$ cat src/rtl/rf_wb_scheduler.sv
// rf_wb_scheduler: issue-side scoreboard and write-back port scheduler for the
// core register file. Each cycle it decides whether one instruction may issue,
// checking RAW/WAW hazards on GPRs and write-port availability in the target
// retirement cycle. It then reserves a write port and drives the RF write
// enables and selects when that instruction retires.
//
// Ports:
//   clk_i, rst_i (sync, active-high), flush_i (same effect as reset)
//   issue_valid_i / issue_ready_o   - issue handshake; ready is combinational
//   issue_src_i / issue_src_en_i    - three source addresses, each with an enable
//   issue_dst_i / issue_dst_en_i    - destination address and its write enable
//   issue_lat_i                     - result latency; 0 is treated as 1, and
//                                     values above MAX_LAT are clamped to MAX_LAT
//   wb_port_o                       - write port given to the accepted instruction
//                                     (combinational)
//   illegal_dst_o                   - one-cycle pulse when an accepted instruction
//                                     targets a read-only address
//   wr_en_o / wr_sel_o              - RF enable_writing_i / select_r_i
//   busy_o                          - per-GPR pending-write mask
module rf_wb_scheduler #(
  parameter int unsigned ADDRESS_WIDTH = 4,
  parameter int unsigned MAX_LAT       = 8
) (
  input  logic                                clk_i,
  input  logic                                rst_i,
  input  logic                                flush_i,
  input  logic                                issue_valid_i,
  output logic                                issue_ready_o,
  input  logic [3*ADDRESS_WIDTH-1:0]          issue_src_i,
  input  logic [2:0]                          issue_src_en_i,
  input  logic [ADDRESS_WIDTH-1:0]            issue_dst_i,
  input  logic                                issue_dst_en_i,
  input  logic [$clog2(MAX_LAT+1)-1:0]        issue_lat_i,
  output logic [1:0]                          wb_port_o,
  output logic                                illegal_dst_o,
  output logic [3:0]                          wr_en_o,
  output logic [4*ADDRESS_WIDTH-1:0]          wr_sel_o,
  output logic [2**ADDRESS_WIDTH-3:0]         busy_o
);

  localparam int unsigned NUM_PORTS = 4;
  localparam int unsigned NUM_GPR   = 2**ADDRESS_WIDTH - 2;
  localparam int unsigned LAT_WIDTH = $clog2(MAX_LAT+1);

  // Write-back pipeline; stage k retires k cycles from now, stage 1 drives the RF.
  logic [NUM_PORTS-1:0]                        stg_vld_q  [1:MAX_LAT];
  logic [NUM_PORTS-1:0][ADDRESS_WIDTH-1:0]     stg_addr_q [1:MAX_LAT];
  logic [NUM_PORTS-1:0]                        stg_vld_d  [1:MAX_LAT];
  logic [NUM_PORTS-1:0][ADDRESS_WIDTH-1:0]     stg_addr_d [1:MAX_LAT];

  logic [NUM_GPR-1:0] busy_q, busy_d;
  logic               illegal_q;

  logic [LAT_WIDTH-1:0] lat_n;
  logic                 dst_gpr;
  logic                 eff_wr;
  logic                 src_hazard;
  logic                 dst_busy;
  logic [NUM_PORTS-1:0] tgt_vld;
  logic                 port_free;
  logic [1:0]           port_sel;
  logic                 accept;

  // Normalise the requested latency into the range 1..MAX_LAT.
  always_comb begin
    lat_n = issue_lat_i;
    if (issue_lat_i == '0) begin
      lat_n = LAT_WIDTH'(1);
    end else if (issue_lat_i > LAT_WIDTH'(MAX_LAT)) begin
      lat_n = LAT_WIDTH'(MAX_LAT);
    end
  end

  assign dst_gpr = (issue_dst_i < ADDRESS_WIDTH'(NUM_GPR));
  assign eff_wr  = issue_dst_en_i & dst_gpr;

  // Hazard lookup; read-only addresses never match a GPR index.
  always_comb begin
    src_hazard = 1'b0;
    dst_busy   = 1'b0;
    for (int g = 0; g < int'(NUM_GPR); g++) begin
      for (int s = 0; s < 3; s++) begin
        if (issue_src_en_i[s] && busy_q[g] &&
            (issue_src_i[s*ADDRESS_WIDTH +: ADDRESS_WIDTH] == ADDRESS_WIDTH'(g))) begin
          src_hazard = 1'b1;
        end
      end
      if (busy_q[g] && (issue_dst_i == ADDRESS_WIDTH'(g))) begin
        dst_busy = 1'b1;
      end
    end
  end

  // S[L+1] becomes S[L] at the next edge; S[MAX_LAT+1] is always empty.
  always_comb begin
    tgt_vld = '0;
    for (int k = 2; k <= int'(MAX_LAT); k++) begin
      if (int'(lat_n) + 1 == k) begin
        tgt_vld = stg_vld_q[k];
      end
    end
  end

  assign port_free = ~(&tgt_vld);

  // Lowest free port of the target stage.
  always_comb begin
    port_sel = '0;
    for (int p = NUM_PORTS - 1; p >= 0; p--) begin
      if (!tgt_vld[p]) begin
        port_sel = 2'(p);
      end
    end
  end

  assign issue_ready_o = ~rst_i & ~flush_i & ~src_hazard &
                         (~eff_wr | (~dst_busy & port_free));
  assign accept        = issue_valid_i & issue_ready_o;
  assign wb_port_o     = eff_wr ? port_sel : 2'd0;

  // Next state: shift the pipeline, retire stage 1, insert the new reservation.
  always_comb begin
    for (int k = 1; k < int'(MAX_LAT); k++) begin
      stg_vld_d[k]  = stg_vld_q[k+1];
      stg_addr_d[k] = stg_addr_q[k+1];
    end
    stg_vld_d[MAX_LAT]  = '0;
    stg_addr_d[MAX_LAT] = '0;
    busy_d              = busy_q;

    for (int p = 0; p < int'(NUM_PORTS); p++) begin
      for (int g = 0; g < int'(NUM_GPR); g++) begin
        if (stg_vld_q[1][p] && (stg_addr_q[1][p] == ADDRESS_WIDTH'(g))) begin
          busy_d[g] = 1'b0;
        end
      end
    end

    if (accept && eff_wr) begin
      for (int k = 1; k <= int'(MAX_LAT); k++) begin
        if (k == int'(lat_n)) begin
          stg_vld_d[k][port_sel]  = 1'b1;
          stg_addr_d[k][port_sel] = issue_dst_i;
        end
      end
      for (int g = 0; g < int'(NUM_GPR); g++) begin
        if (issue_dst_i == ADDRESS_WIDTH'(g)) begin
          busy_d[g] = 1'b1;
        end
      end
    end
  end

  // State registers; flush drops all pending writes exactly like reset.
  always_ff @(posedge clk_i) begin
    if (rst_i || flush_i) begin
      for (int k = 1; k <= int'(MAX_LAT); k++) begin
        stg_vld_q[k]  <= '0;
        stg_addr_q[k] <= '0;
      end
      busy_q    <= '0;
      illegal_q <= 1'b0;
    end else begin
      for (int k = 1; k <= int'(MAX_LAT); k++) begin
        stg_vld_q[k]  <= stg_vld_d[k];
        stg_addr_q[k] <= stg_addr_d[k];
      end
      busy_q    <= busy_d;
      illegal_q <= accept & issue_dst_en_i & ~dst_gpr;
    end
  end

  assign wr_en_o       = stg_vld_q[1];
  assign wr_sel_o      = stg_addr_q[1];
  assign busy_o        = busy_q;
  assign illegal_dst_o = illegal_q;

endmodule

$ cat config.mk
export PLATFORM = sky130hd
export DESIGN_NAME = rf_wb_scheduler
export DESIGN_NICKNAME = d
export VERILOG_FILES = /design/src/rtl/rf_wb_scheduler.sv
export SDC_FILE = /design/constraint.sdc
export NUM_CORES = 1
export LEC_CHECK = 0
export BUFFER_PORTS_ARGS = -buffer_cell sky130_fd_sc_hd__buf_2
export CAP_MARGIN = 20
export CORE_MARGIN = 4
export CORE_UTILIZATION = 59
export DETAILED_ROUTE_END_ITERATION = 8
export PLACE_DENSITY = 0.77
export SYNTH_ARGS = -nofsm -noshare
export SYNTH_HDL_FRONTEND = slang
export SYNTH_SLANG_ARGS = --single-unit
$ cat constraint.sdc
create_clock -name clk_i -period 3.2 [get_ports clk_i]
set_clock_uncertainty 0.15 [all_clocks]
set_input_delay 0.16 -clock clk_i [delete_from_list [all_inputs] [get_ports clk_i]]
set_output_delay 0.16 -clock clk_i [all_outputs]
set_load 0.02 [all_outputs]
Word level (Yosys, flattened, before mapping) --
Memories as Yosys holds them, arrays and structs flattened. Cells that the tools add are included.
Storage, ports and cells: memories 2, memory bits (writable) 160, register bits 15, word-level logic and storage cells 524, input port bits 28, output and inout port bits 38
Memories:
- stg_addr_q | depth 8, width 16, rd ports 8, clocked after Yosys merged registers in 0, write ports 8, RTL line 47 | logic [NUM_PORTS-1:0][ADDRESS_WIDTH-1:0] stg_addr_q [1:MAX_LAT];
- stg_vld_q | depth 8, width 4, rd ports 8, clocked after Yosys merged registers in 0, write ports 8, RTL line 46 | logic [NUM_PORTS-1:0] stg_vld_q [1:MAX_LAT];
Cells by class: equal/unequal tests 119, reductions and logical operators 167, $lt $le $gt $ge 4, bitwise operators 40, $add $sub $neg 1, multiplexer cells 189
Operators by type and width (number):
- 16-bit two-way mux | 16
- 4-bit == test (second input constant) | 48
- 1-bit logical AND | 156
- 1-bit two-way mux | 130
- 32-bit by 4-bit == test with 1-bit output (second input constant) | 4
- 4-bit by 3-bit == test with 1-bit output (second input constant) | 32
- 128-bit two-way mux | 1
- 16-bit bitwise mux | 7
- 4-bit two-way mux | 26
- 32-bit by 3-bit == test with 1-bit output (second input constant) | 2
- 4-bit by 2-bit == test with 1-bit output (second input constant) | 16
- 4-bit logical NOT | 9
- 4-bit by 1-bit == test with 1-bit output (second input constant) | 8
- 32-bit two-way mux | 1
- 4-bit OR | 7
- 4-bit == test (first input constant) | 5
- 1-bit OR | 17
- 16-bit bitwise AND | 1
- 14-bit two-way mux | 1
- 2-bit two-way mux | 5
- 1-bit bitwise AND | 8
- 4-bit demux with 2-bit select | 1
- 3-bit by 4-bit == test with 1-bit output (first input constant) | 2
- 1-bit inverter | 7
- 10 further kinds | 10

Logic depth before layout (Yosys ltp) --
depth in word-level cells 51, depth in mapped cells 10, gate-level depth less buffers 7

Worst setup path before layout --
OpenSTA, ideal clock, no wires.
kind register to register, start reg busy_q[11] (netlist: busy_o[11]), end reg, netlist name stg_addr_q[0][80], slack 0.679 ns, setup time 0.132 ns, data arrival time 2.239 ns, path buffers 1, stages on the path, launching flop included 9, cell sequence dfxtp_1 > and3_1 > o2111ai_1 > nand4_1 > or4_1 > nor4_4 > buf_4 > nand3_2 > mux2i_1
RTL lines:
- start, declared | RTL line 51 | logic [NUM_GPR-1:0] busy_q, busy_d;
- start signal, assigned | RTL line 168 | busy_q <= busy_d;

Worst setup path in the final report --
start in issue_lat_i[3], end out wb_port_o[0]
Between the ends: word-level cells in the longest chain between the ends 17, elaborated cells on any way between the ends 24, those cells by class add/sub: 1; order compare: 1; eq/ne: 7; mux: 14; reduce/logical: 1
RTL lines:
- start, declared | RTL line 33 | input logic [$clog2(MAX_LAT+1)-1:0] issue_lat_i,
- 4-bit greater-than comparator | RTL line 69 | end else if (issue_lat_i > LAT_WIDTH'(MAX_LAT)) begin
- 4-bit two-way mux | RTL line 69
- 4-bit two-way mux (*) | RTL line 67 | if (issue_lat_i == '0) begin
- 4-bit by 1-bit adder with 5-bit output (*) | RTL line 98 | if (int'(lat_n) + 1 == k) begin
- 32-bit by 3-bit == test with 1-bit output | RTL line 98
- 4-bit two-way mux (6 in series) | RTL line 98
- 4-bit two-way mux (*) | RTL line 98
- 2-bit two-way mux (3 in series) | RTL line 110 | if (!tgt_vld[p]) begin
- 2-bit two-way mux (*) | RTL line 110
- 2-bit two-way mux (*) | RTL line 119 | assign wb_port_o = eff_wr ? port_sel : 2'd0;
- end, declared | RTL line 34 | output logic [1:0] wb_port_o,
Every way passes the cells marked *; elsewhere a longest branch is shown, timed or not.

==> flow_summary.yaml <==
worst_hold_path:
  min_to: "stg_addr_q[0][113]"
  holdCritStartpoint: "flush_i"
  worstHoldPathCells: 4
  timing.hold.worst.class: "in -> reg"
sta:
  period_minus_slack_ns: 3.09
  setup_ws_ns: 0.105
  relSlewSlack: 0.557
  drv_slew: 0
  fmax_mhz: 323
  setup_viol: 0
  tightest_slew_ns: 0.659
  rsz0062_at_grt: "false"
  period_share: 0.967
  fin_tns_setup_ns: 0
  final-hold-violation-count: 0
yosys:
  synth_edf_count: 0
  synthFlopType: "dfxtp_1"
  synthesis.area_um2: 7970
  synth_cells: 847
  syn_area_per_cell_um2: 9.41
  synth_cell_types: 65
  ys_seq_area_frac: 0.439
  ys_ff_latch: 175
  synthArstFlopShare: 0
  ys_warn_count: 0
job:
  drv_cap: 0
cells_and_area:
  multi_input_area_um2: 4070
  design_area_um2: 9080
  seq_area_um2: 3500
  diodes: 0
  area_growth_pct: 13.8
  final_cells: 1094
  drive_above_1_share: 0.179
  nFillCells: 1042
  nets: 935
routing:
  postRouteAntennaNets: 0
  drt_iter0_drc: 747
  wl_per_cell_um: 19.7
  drt-pass1-iter-count: 5
  wl_um: 21500
  vias: 6678
  remaining_drc_errors: 0
  vias_per_cell: 6.10
clock_tree:
  root_buffer: "clkbuf_16"
  clkSinkCount: 175
  cts_buffers: 17
  postCtsSetupBuffers: 0
  cts.clk_slew.worst_paths_ns: 0.06
  cts_tree: "built"
  htreeDepth: 4
  clockBufferDepth: 2
  clkLatencyLatePin_ns: 0.43
setup_path:
  ff2ff_setup_slack_ns: 0.37
  worst-path-buf-inv: 3
  critPathSlowestCell: "dlygate4sd3_1"
  cpMostUsedCell: "buf_2"
  worstPathMaxFanout: 9
  r2r_cells: 8
  path_cells: "dlygate4sd3_1 > buf_2 > or2_2 > nor4_4 > o221ai_4 > nand2b_1 > a211oi_1 > buf_2"
  worstSetupStartpoint: "issue_lat_i[3]"
  arrival_ns: 2.78
  required_ns: 2.89
  critPathTopFamily: "simple AND/OR/NAND/NOR gates"
  critPathLaunchType: "input port"
  cp-end-kind: "primary output"
  rr_endpoint: "stg_addr_q[0][37]"
  critPathKind: "in -> out"
  slowest_delay_ns: 0.53
  rr_startpoint: "busy_o[6]"
status:
  status: "complete, no violations"
placement:
  dp_hpwl_um: 14700
  place_congestion: 0.990
  postPlaceCellArea_um2: 8400
  dp_slack_ns: 0.341
  placed_cells: 1056
  io_buffer_count: 65
die:
  fp-row-count: 42
  dieArea_um2: 15400
  fp.dieW_um: 124
  ios: 66
  core_area_um2: 13200
  chipHeight_um: 124
  start_util: 0.602
global_route:
  grt_max_degree: 111
  antenna_found_initial: 0
  grt_pass1_vias: 6642
  grtUsageTotal: 0.278
  grt_pass1_wl_um: 35000
  grt-ovfl-total: 0
power:
  max-vdd-ir-drop_mv: 0.472
  p_leak_uw: 0.00400
  pwr_density_cell_nw_per_um2: 493
-- metrics by stage --
| stage | utilization | hold WS [ns] | power, µW |
|---|---|---|---|
| after floorplan | - | 0.141 | 2430 |
| after global placement | 0.635 | 0.274 | 2500 |
| after detailed placement | 0.635 | 0.276 | 2510 |
| after CTS | 0.684 | 0.00470 | 4480 |
| after global routing | 0.685 | 0.0400 | 4610 |
| final | 0.685 | 0.0251 | 4480 |
-- where the power goes --
| group | leakage (µW) | total, µW | internal, µW | switching [µW] |
|---|---|---|---|---|
| registers | 0.00142 | 2210 | 2200 | 11.0 |
| logic | 0.00230 | 260 | 83.2 | 177 |
| clock network | 0.000283 | 2000 | 1140 | 862 |
-- how the worst max path moves through the flow --
stage | to | depth (start not counted)
after floorplan | stg_addr_q[0][80] | 8
final | wb_port_o[0] | 8
after global placement | stg_addr_q[0][39] | 9
after CTS | issue_ready_o | 10
after detailed placement | stg_addr_q[0][38] | 9
after global routing | stg_addr_q[0][39] | 10
-- Yosys cell counts, types with 8 or more instances --
master    number  area (µm²)
a21oi_1       34         170
buf_2         10        50.1
buf_4         23         173
clkbuf_1      33         124
dfxtp_1      175        3500
inv_1         32         120
mux2i_1      124        1240
nand2_1      141         529
nand2b_1      12        75.1
nand3_1       19        95.1
nand3_2       18         180
nand3b_1      15         113
nand4_1       16         100
nor2_1        29         109
nor3_1        12        60.1
nor3b_1       18         135
nor4_1         8        50.1
o21ai_0       14        70.1
-- state kept, by name, indices dropped and copies added, names as in the netlist --
register / flops
stg_addr_q: 128
illegal_dst_o: 1
busy_o: 14
stg_vld_q: 32
-- cell usage in the layout (no fill, tap or decap), types with 16 or more instances in the layout --
| master | instances |
|---|---|
| nor2_1 | 28 |
| inv_1 | 32 |
| buf_4 | 19 |
| buf_2 | 65 |
| nand2_1 | 141 |
| nand3_2 | 18 |
| clkbuf_16 | 17 |
| a21oi_1 | 34 |
| dfxtp_1 | 175 |
| nand3_1 | 19 |
| nand4_1 | 16 |
| nor3b_1 | 18 |
| mux2i_1 | 124 |
-- worst reg2reg max path, stage by stage, from the launching register on --
cell     delay (ns)
dfxtp_1        0.41
mux2_2         0.30
and3_1         0.17
o31ai_1        0.25
nand4_1        0.31
nor4_4         0.30
buf_12         0.28
and3_1         0.38
mux2i_1        0.22
-- logic make-up after synthesis --
group                  Yosys count  synth area share
and+or+nand+nor                339             0.243
DFF                            175             0.439
muxes                          128             0.164
AOI/OAI and AO/OA              105            0.0929
buffers and inverters           99            0.0599
other                            1          0.000470
-- what timing repair did --
item,CTS,global route
hold endpoints to repair,11,0
setup endpoints to repair,0,2
hold buffers,8,0
resized for setup,0,4
-- per-layer routing --
layer  vias up  part of all wire  global-route usage  routed length [µm]
met1      3225              0.44               0.377                9540
li1       3087                 -                   -                   -
met5         -                 0                   0                   0
met4         0             0.026               0.108                 560
met2       314              0.44               0.421                9550
met3        52             0.086              0.0798                1850
-- layout make-up --
type,instances,area share
Clock inverter,10,0.0116
Clock buffer,20,0.0514
Multi-Input combinational cell,587,0.449
Sequential cell,175,0.386
Tap cell,176,0.0243
Timing Repair Buffer,94,0.0648
Inverter,32,0.0132
Note: power is estimated with default switching activity, not from simulation.
